## config.mk

```make
export PLATFORM = sky130hd
export DESIGN_NAME = ifetch_icache
export DESIGN_NICKNAME = d
export VERILOG_FILES = /design/src/rtl/ifetch_icache.sv
export SDC_FILE = /design/constraint.sdc
export NUM_CORES = 2
export LEC_CHECK = 0
export BUFFER_PORTS_ARGS = -buffer_cell sky130_fd_sc_hd__buf_2
export CAP_MARGIN = 20
export CORE_ASPECT_RATIO = 1.75
export CORE_UTILIZATION = 30
export DETAILED_ROUTE_END_ITERATION = 7
export GPL_TIMING_DRIVEN = 0
export PLACE_DENSITY_LB_ADDON = 0.25
export SLEW_MARGIN = 20
export SYNTH_ARGS = -nofsm -noshare
export SYNTH_HDL_FRONTEND = slang
export SYNTH_SLANG_ARGS = --single-unit
```

## constraint.sdc

```tcl
create_clock -name clk -period 8 [get_ports clk]
set_clock_uncertainty 0.05 [all_clocks]
set_input_delay 1.2 -clock clk [delete_from_list [all_inputs] [get_ports clk]]
set_output_delay 1.2 -clock clk [all_outputs]
set_load 0.05 [all_outputs]
```

## src/rtl/ifetch_icache.sv

```systemverilog
// ifetch_icache
// Instruction fetch unit with a direct-mapped instruction cache.
// Sequences the PC, serves cache hits in one cycle, and on a miss holds a
// fetch request to the memory controller until the done pulse, then fills
// the cache. Jump redirects are accepted at any time, including while a
// miss is outstanding; a redirected-away fill still lands in the cache but
// is never emitted.
//
// Ports:
//   clk          - single clock, all state updates on rising edge
//   rst_n        - synchronous active-low reset
//   rdy          - global enable; 0 freezes every register
//   oMEM_en      - fetch request, held high until iMEM_done
//   oMEM_addr    - request word address, stable while oMEM_en=1
//   iMEM_done    - one-cycle completion pulse, iMEM_inst valid with it
//   iMEM_inst    - fetched instruction word
//   iISSUE_full  - issue stage cannot accept an instruction
//   iJUMP_en     - redirect pulse
//   iJUMP_pc     - redirect target (bits [1:0] forced to 0)
//   oINST_valid  - registered instruction-valid strobe
//   oINST        - instruction word
//   oINST_pc     - PC of oINST
module ifetch_icache #(
  parameter logic [31:0] RESET_PC = 32'h0,
  parameter int          IDX_W    = 6
) (
  input  logic        clk,
  input  logic        rst_n,
  input  logic        rdy,
  output logic        oMEM_en,
  output logic [31:0] oMEM_addr,
  input  logic        iMEM_done,
  input  logic [31:0] iMEM_inst,
  input  logic        iISSUE_full,
  input  logic        iJUMP_en,
  input  logic [31:0] iJUMP_pc,
  output logic        oINST_valid,
  output logic [31:0] oINST,
  output logic [31:0] oINST_pc
);

  localparam int ENTRIES = 1 << IDX_W;
  localparam int TAG_W   = 30 - IDX_W;

  typedef enum logic [1:0] {
    ST_IDLE    = 2'd0,
    ST_MISS    = 2'd1,
    ST_DISCARD = 2'd2
  } state_e;

  // Registered state and next-state values
  state_e             state_q,      state_d;
  logic [31:0]        pc_q,         pc_d;
  logic [31:0]        req_addr_q,   req_addr_d;
  logic               mem_en_q,     mem_en_d;
  logic               inst_valid_q, inst_valid_d;
  logic [31:0]        inst_q,       inst_d;
  logic [31:0]        inst_pc_q,    inst_pc_d;
  logic [ENTRIES-1:0] valid_q,      valid_d;

  // Cache storage; tag/data need no reset because valid_q gates their use
  logic [TAG_W-1:0]   tag_q  [ENTRIES];
  logic [31:0]        data_q [ENTRIES];

  // Lookup and fill helpers
  logic [IDX_W-1:0]   lkp_idx_s;
  logic [TAG_W-1:0]   lkp_tag_s;
  logic               hit_s;
  logic [IDX_W-1:0]   fill_idx_s;
  logic [TAG_W-1:0]   fill_tag_s;
  logic               fill_en_s;
  logic [31:0]        jump_tgt_s;

  assign lkp_idx_s  = pc_q[IDX_W+1:2];
  assign lkp_tag_s  = pc_q[31:IDX_W+2];
  assign hit_s      = valid_q[lkp_idx_s] && (tag_q[lkp_idx_s] == lkp_tag_s);
  assign fill_idx_s = req_addr_q[IDX_W+1:2];
  assign fill_tag_s = req_addr_q[31:IDX_W+2];
  assign jump_tgt_s = iJUMP_pc & 32'hFFFF_FFFC;

  assign oMEM_en     = mem_en_q;
  assign oMEM_addr   = req_addr_q;
  assign oINST_valid = inst_valid_q;
  assign oINST       = inst_q;
  assign oINST_pc    = inst_pc_q;

  // Next-state and output computation for the fetch FSM
  always_comb begin
    state_d      = state_q;
    pc_d         = pc_q;
    req_addr_d   = req_addr_q;
    mem_en_d     = mem_en_q;
    inst_valid_d = 1'b0;
    inst_d       = inst_q;
    inst_pc_d    = inst_pc_q;
    valid_d      = valid_q;
    fill_en_s    = 1'b0;

    case (state_q)
      ST_IDLE: begin
        if (iJUMP_en) begin
          pc_d = jump_tgt_s;
        end else if (hit_s && !iISSUE_full) begin
          inst_valid_d = 1'b1;
          inst_d       = data_q[lkp_idx_s];
          inst_pc_d    = pc_q;
          pc_d         = pc_q + 32'd4;
        end else if (hit_s) begin
          pc_d = pc_q;
        end else begin
          req_addr_d = pc_q;
          mem_en_d   = 1'b1;
          state_d    = ST_MISS;
        end
      end

      ST_MISS: begin
        if (iMEM_done) begin
          fill_en_s           = 1'b1;
          valid_d[fill_idx_s] = 1'b1;
          mem_en_d            = 1'b0;
          state_d             = ST_IDLE;
          if (iJUMP_en) begin
            pc_d = jump_tgt_s;
          end else if (!iISSUE_full) begin
            inst_valid_d = 1'b1;
            inst_d       = iMEM_inst;
            inst_pc_d    = req_addr_q;
            pc_d         = req_addr_q + 32'd4;
          end else begin
            // pc still equals req_addr, so the next IDLE cycle hits
            pc_d = pc_q;
          end
        end else if (iJUMP_en) begin
          // The request must stay up until done; its result is dropped
          pc_d    = jump_tgt_s;
          state_d = ST_DISCARD;
        end else begin
          state_d = ST_MISS;
        end
      end

      ST_DISCARD: begin
        if (iJUMP_en) begin
          pc_d = jump_tgt_s;
        end else begin
          pc_d = pc_q;
        end
        if (iMEM_done) begin
          fill_en_s           = 1'b1;
          valid_d[fill_idx_s] = 1'b1;
          mem_en_d            = 1'b0;
          state_d             = ST_IDLE;
        end else begin
          state_d = ST_DISCARD;
        end
      end

      default: begin
        state_d  = ST_IDLE;
        mem_en_d = 1'b0;
      end
    endcase
  end

  // State register with synchronous reset and rdy-gated update
  always_ff @(posedge clk) begin
    if (!rst_n) begin
      state_q      <= ST_IDLE;
      pc_q         <= RESET_PC;
      req_addr_q   <= 32'h0;
      mem_en_q     <= 1'b0;
      inst_valid_q <= 1'b0;
      inst_q       <= 32'h0;
      inst_pc_q    <= 32'h0;
      valid_q      <= '0;
    end else if (rdy) begin
      state_q      <= state_d;
      pc_q         <= pc_d;
      req_addr_q   <= req_addr_d;
      mem_en_q     <= mem_en_d;
      inst_valid_q <= inst_valid_d;
      inst_q       <= inst_d;
      inst_pc_q    <= inst_pc_d;
      valid_q      <= valid_d;
    end else begin
      state_q      <= state_q;
      pc_q         <= pc_q;
      req_addr_q   <= req_addr_q;
      mem_en_q     <= mem_en_q;
      inst_valid_q <= inst_valid_q;
      inst_q       <= inst_q;
      inst_pc_q    <= inst_pc_q;
      valid_q      <= valid_q;
    end
  end

  // Cache tag/data write on fill completion
  always_ff @(posedge clk) begin
    if (rst_n && rdy && fill_en_s) begin
      tag_q[fill_idx_s]  <= fill_tag_s;
      data_q[fill_idx_s] <= iMEM_inst;
    end
  end

endmodule

```

* Yosys cells after proc, flatten, opt, wreduce, memory -nomap -nowiden
Memory sizes are Yosys's and may differ from the RTL's. A register that Yosys moved wholly into a read port is not among the register bits.
Cells that the tools add are included.
** Cells by class
- Add/sub/neg operators :: 2
- $lt $le $gt $ge :: 3
- Equal/unequal tests :: 13
- Muxes and demuxes :: 49
- Bitwise gates (word level) :: 4
- Reduce and logical (&&, ||, !) cells :: 16
** Operators by type and width (count)
- 32-bit 2-to-1 mux :: 16
- 32-bit one-hot mux with 2 select lines :: 2
- 32-bit one-hot mux with 3 select lines :: 1
- 32-bit by 3-bit adder with 32-bit output, second input constant :: 2
- 64-bit OR :: 1
- 24-bit equality test :: 1
- 6-bit 2-to-1 mux :: 4
- 1-bit 2-to-1 mux :: 15
- 6-bit by 7-bit < comparator with 1-bit output, second input constant :: 2
- 2-bit != test, second input constant :: 7
- 2-bit 2-to-1 mux :: 6
- 5-bit AND reduction :: 2
- 4-bit AND reduction :: 2
- 7-bit AND reduction :: 1
- 1-bit binary-select mux with 6-bit select :: 1
- 1-bit demux with 6-bit select :: 1
- 6-bit by 1-bit greater-or-equal comparator with 1-bit output, second input constant :: 1
- 2-bit one-hot mux with 3 select lines :: 1
- 1-bit logical AND :: 5
- 4-bit != test, second input constant :: 1
- 1-bit one-hot mux with 2 select lines :: 2
- 3-bit != test, second input constant :: 1
- 1-bit NOT :: 3
- 3-bit AND reduction :: 1
- 8 further kinds :: 8
** Storage, ports and cells
- Bits in registers :: 196
- Bits in writable memories :: 3584
- Input bits :: 70
- Output and inout port bits :: 98
- Memories kept :: 2
** Memories
- data_q :: words 64, bits a word 32, rd ports 1, clocked after Yosys merged registers in 1, write ports 1, line 63 : logic [31:0] data_q [ENTRIES];
- tag_q :: words 64, bits a word 24, rd ports 1, clocked after Yosys merged registers in 1, write ports 1, line 62 : logic [TAG_W-1:0] tag_q [ENTRIES];

* Logic depth before layout (Yosys ltp)
- Word-level depth :: 9
- Depth in mapped cells :: 21
- Gate-level depth less buffers :: 11

* Worst setup path after synthesis
Ideal clock, no wire load.
- Path type :: input port to flip-flop
- From :: in rst_n
- To :: mem data_q[62][0] (enable)
- Arrival time :: 4.466 ns
- Required time :: 7.478 ns
- Path slack :: 3.012 ns
- Stages :: 5
- Path buffers :: 1
- Path through :: clkbuf_1 nand4_1 nor2_1 nand3_1 nor2_1
** On the way
- Word-level cells in the longest chain between the ends :: 4
** RTL lines
- from (decl) :: line 28 : input logic rst_n,
- 1-bit logical AND (2 in a row) :: line 200 : if (rst_n && rdy && fill_en_s) begin
- 1-bit 2-to-1 mux :: line 200
- 1-bit 2-to-1 mux (not written as such) :: line 202 : data_q[fill_idx_s] <= iMEM_inst;
- to (decl) :: line 63
No other way between the ends.

==> impl_results.md <==
* Die area at 0.493 mm^2
* HP Class: reg2reg
* Mapped Area at 0.147 mm^2
* Peak supply drop at 168 uV
* Final WL at 586000 um
* P_leak at 0.0536 uW
* Clk sinks at 3786
* Nets at 7915
* Dpl hpwl at 428000 um
* CP required at 8.79 ns
* Slew Limit Fails at 0
* Hold Vio Cnt, Final at 0
* CP Class: reg2reg
* Via count at 81107
* # IOs at 168
* Die H at 928 um
* Routed WL per cell at 40.1 um
* Pin count of the biggest net entering global routing at 72
* Global router's overall resource usage at 0.234
* Final setup viols at 58
* Mapped Nets at 7006
* Post-synth EDFFs at 3584
* Row count at 339
* DRT iter0 DRCs at 10799
* Post-CTS Setup Bufs at 0
* Failing checks: setup timing
* Core area at 0.487 mm^2
* Congestion Overflow GR at 0
* Crit Path Max Fanout at 10
* Worst setup endpoint: oINST[4]$_SDFFE_PN0P_
* Main synth FF type: edfxtp_1
* Final clock period utilization by the worst path at 1.05
* Hold Slack at 0.399 ns
* FF-to-FF setup slack at -0.36 ns
* Root Buffer: clkbuf_16
* DP Area at 0.165 mm^2
* CP Launch Type: flip-flop
* Final ANT Viol Nets at 0
* Status: finished with violations
* Cell area after layout at 0.177 mm^2
* Pwr per Cell Area at 237 mW/mm^2
* Input/output buffers at 164
* Clock-pin slew on the worst setup and hold paths at 0.07 ns
* R2R depth at 16
* Initial DRT Pass Iterations at 8
* GP Congestion at 0.910
* Worst path arrival time at 9.15 ns
* Deepest clock path buffer count at 4
* Layout cell share with drive strength beyond 1 at 0.296
* Detail-routed via count per cell at 5.55
* Insertion delay of the later-clocked pin in the worst-skew pair at 0.96 ns
* Fraction of registers with async set/reset at 0
* CTS tree: built
* Final min period at 8.36 ns
* Total clock buffers created by CTS at 354
* Design Power at 42000 uW
* Initial antenna violation count at 31
* Final worst-path setup slack at -0.363 ns
* Worst setup EP type: flip-flop
* Post-Place Worst Slack at -0.976 ns
* Sequential share of the synthesized area at 0.760
* Rel. slew slack at 0.117
* Chip width at 531 um
* Synthesized area per cell at 21.2 um^2
* Starting Density at 0.302
* First-pass GRT wire length at 767000 um
* Area growth syn-to-layout at 20.3%
* Post-Synthesis Cells at 6930
* Vias in the first global route at 82008
* WHS Path Cells at 1
* H-tree depth at 5
* Max frequency at 120 MHz
* Synth cell types at 73
* DRC at 0
* Worst-margin pin slew at 1.32 ns
* Post-layout util at 0.363
* # Max-Cap Violations at 0
* Worst r2r dst: oINST[4]$_SDFFE_PN0P_
* Synth warnings at 0
* Yosys reg bits at 3786
-- report_power, final --
group | switching, uW | internal [uW] | total, uW
sequential | 58.4 | 21600 | 21600
combinational | 2150 | 1120 | 3270
clock | 7710 | 9340 | 17000
-- per-stage QoR --
stage               setup TNS, ns  std cells
CTS                             0      14608
detailed placement         -51.47      13961
global placement                -      13573
finish                     -10.62      14627
floorplan                       0       6930
global route             -0.00490      14618
-- critical path: stages (launching register included) --
cell,delay [ns]
dfxtp_1,0.90
clkbuf_1,0.63
clkdlybuf4s15_1,0.86
nand2_1,0.60
a221oi_1,0.36
o21ai_0,0.20
nand4_1,0.31
mux2i_1,0.18
a2111oi_4,0.79
nand4b_1,0.39
or4_1,0.70
buf_2,0.24
a21oi_2,0.56
buf_2,0.56
buf_4,0.54
nor2_1,0.08
a211oi_1,0.23
-- state kept, by name (all words and copies together), names as in the netlist, named ones only --
register     cells
data_q        2048
tag_q         1536
valid_q         64
oINST           32
oINST_pc        32
oMEM_addr       32
pc_q            32
state_q          2
oINST_valid      1
oMEM_en          1
-- layer usage --
metal / vias up / track usage / part of all wire
li1: 30915 / - / -
met1: 44119 / 0.257 / 0.34
met2: 4619 / 0.406 / 0.50
met3: 1450 / 0.0420 / 0.074
met4: 4 / 0.170 / 0.088
met5: - / 0 / 0.000053
-- how the worst min path moves through the flow --
stage,from,end
floorplan,valid_q[10]$_SDFFE_PN0P_,valid_q[10]$_SDFFE_PN0P_
global placement,valid_q[20]$_SDFFE_PN0P_,valid_q[20]$_SDFFE_PN0P_
CTS,valid_q[20]$_SDFFE_PN0P_,valid_q[20]$_SDFFE_PN0P_
global route,valid_q[8]$_SDFFE_PN0P_,valid_q[8]$_SDFFE_PN0P_
finish,valid_q[31]$_SDFFE_PN0P_,valid_q[31]$_SDFFE_PN0P_
detailed placement,valid_q[20]$_SDFFE_PN0P_,valid_q[20]$_SDFFE_PN0P_
-- synthesized netlist by cell type (32+ instances only) --
library cell / n / share of area
edfxtp_1: 3584 / 0.73
mux4_2: 934 / 0.14
mux2i_1: 397 / 0.027
nor2_1: 242 / 0.0062
clkbuf_1: 231 / 0.0059
dfxtp_1: 202 / 0.028
nand2_1: 139 / 0.0035
nand3_1: 111 / 0.0038
a22oi_1: 108 / 0.0055
buf_2: 100 / 0.0034
a211oi_1: 86 / 0.0044
o21ai_0: 79 / 0.0027
a21oi_1: 70 / 0.0024
a21o_1: 64 / 0.0033
buf_1: 46 / 0.0012
buf_4: 37 / 0.0019
a221oi_1: 36 / 0.0021
and3_1: 35 / 0.0015
nand4_1: 33 / 0.0014
xor2_1: 32 / 0.0019
-- logic make-up after synthesis --
group | Yosys count | synth area share
buf+inv | 452 | 0.0138
xor+xnor | 59 | 0.00351
fa+ha+maj | 6 | 0.000511
compound gates | 592 | 0.0287
simple gates | 681 | 0.0220
mux | 1354 | 0.172
flops | 3786 | 0.760
-- cell type report --
cell class / count / area (um^2)
diodes: 18 / 45.0
plain buffers: 423 / 2100
clock buffers: 451 / 9500
clock inverters: 196 / 1750
fillers: 44449 / 310000
inverters: 29 / 109
multi-input cells: 2692 / 33900
flip-flops and latches: 3786 / 112000
well taps: 6479 / 8110
repair buffers: 553 / 9620
-- repair_timing --
item	CTS	global route
gates cloned	0	0
pin swaps	1	1
endpoints found under the setup margin	79	11
gates resized for setup	14	8
hold buffers	0	0
-- cells in the final DEF, fill, tap and decap left out, drive strengths merged, types with 9 or more instances in the layout --
cell / netlist / layout
a221oi: 36 / 36
mux2i: 397 / 397
dfxtp: 202 / 202
xor2: 32 / 32
clkinv: 1 / 143
bufinv: 0 / 28
a32oi: 14 / 14
a21oi: 70 / 70
clkinvlp: 0 / 16
mux4: 934 / 934
diode: 0 / 18
buf: 192 / 738
mux2: 23 / 23
o31ai: 13 / 13
and2: 10 / 10
o211ai: 16 / 16
nand4: 33 / 33
clkbuf: 231 / 687
o221ai: 11 / 11
a21o: 64 / 64
o21ai: 80 / 80
a31oi: 15 / 15
nor3b: 9 / 9
nor3: 14 / 14
nand3: 111 / 111
nor2b: 21 / 21
xnor2: 27 / 27
nand2: 139 / 139
nor2: 242 / 242
and3: 35 / 35
o22ai: 17 / 17
nand2b: 17 / 17
a211oi: 87 / 87
edfxtp: 3584 / 3584
a22oi: 108 / 108
inv: 28 / 38
Power figures use the tool's default switching activity.
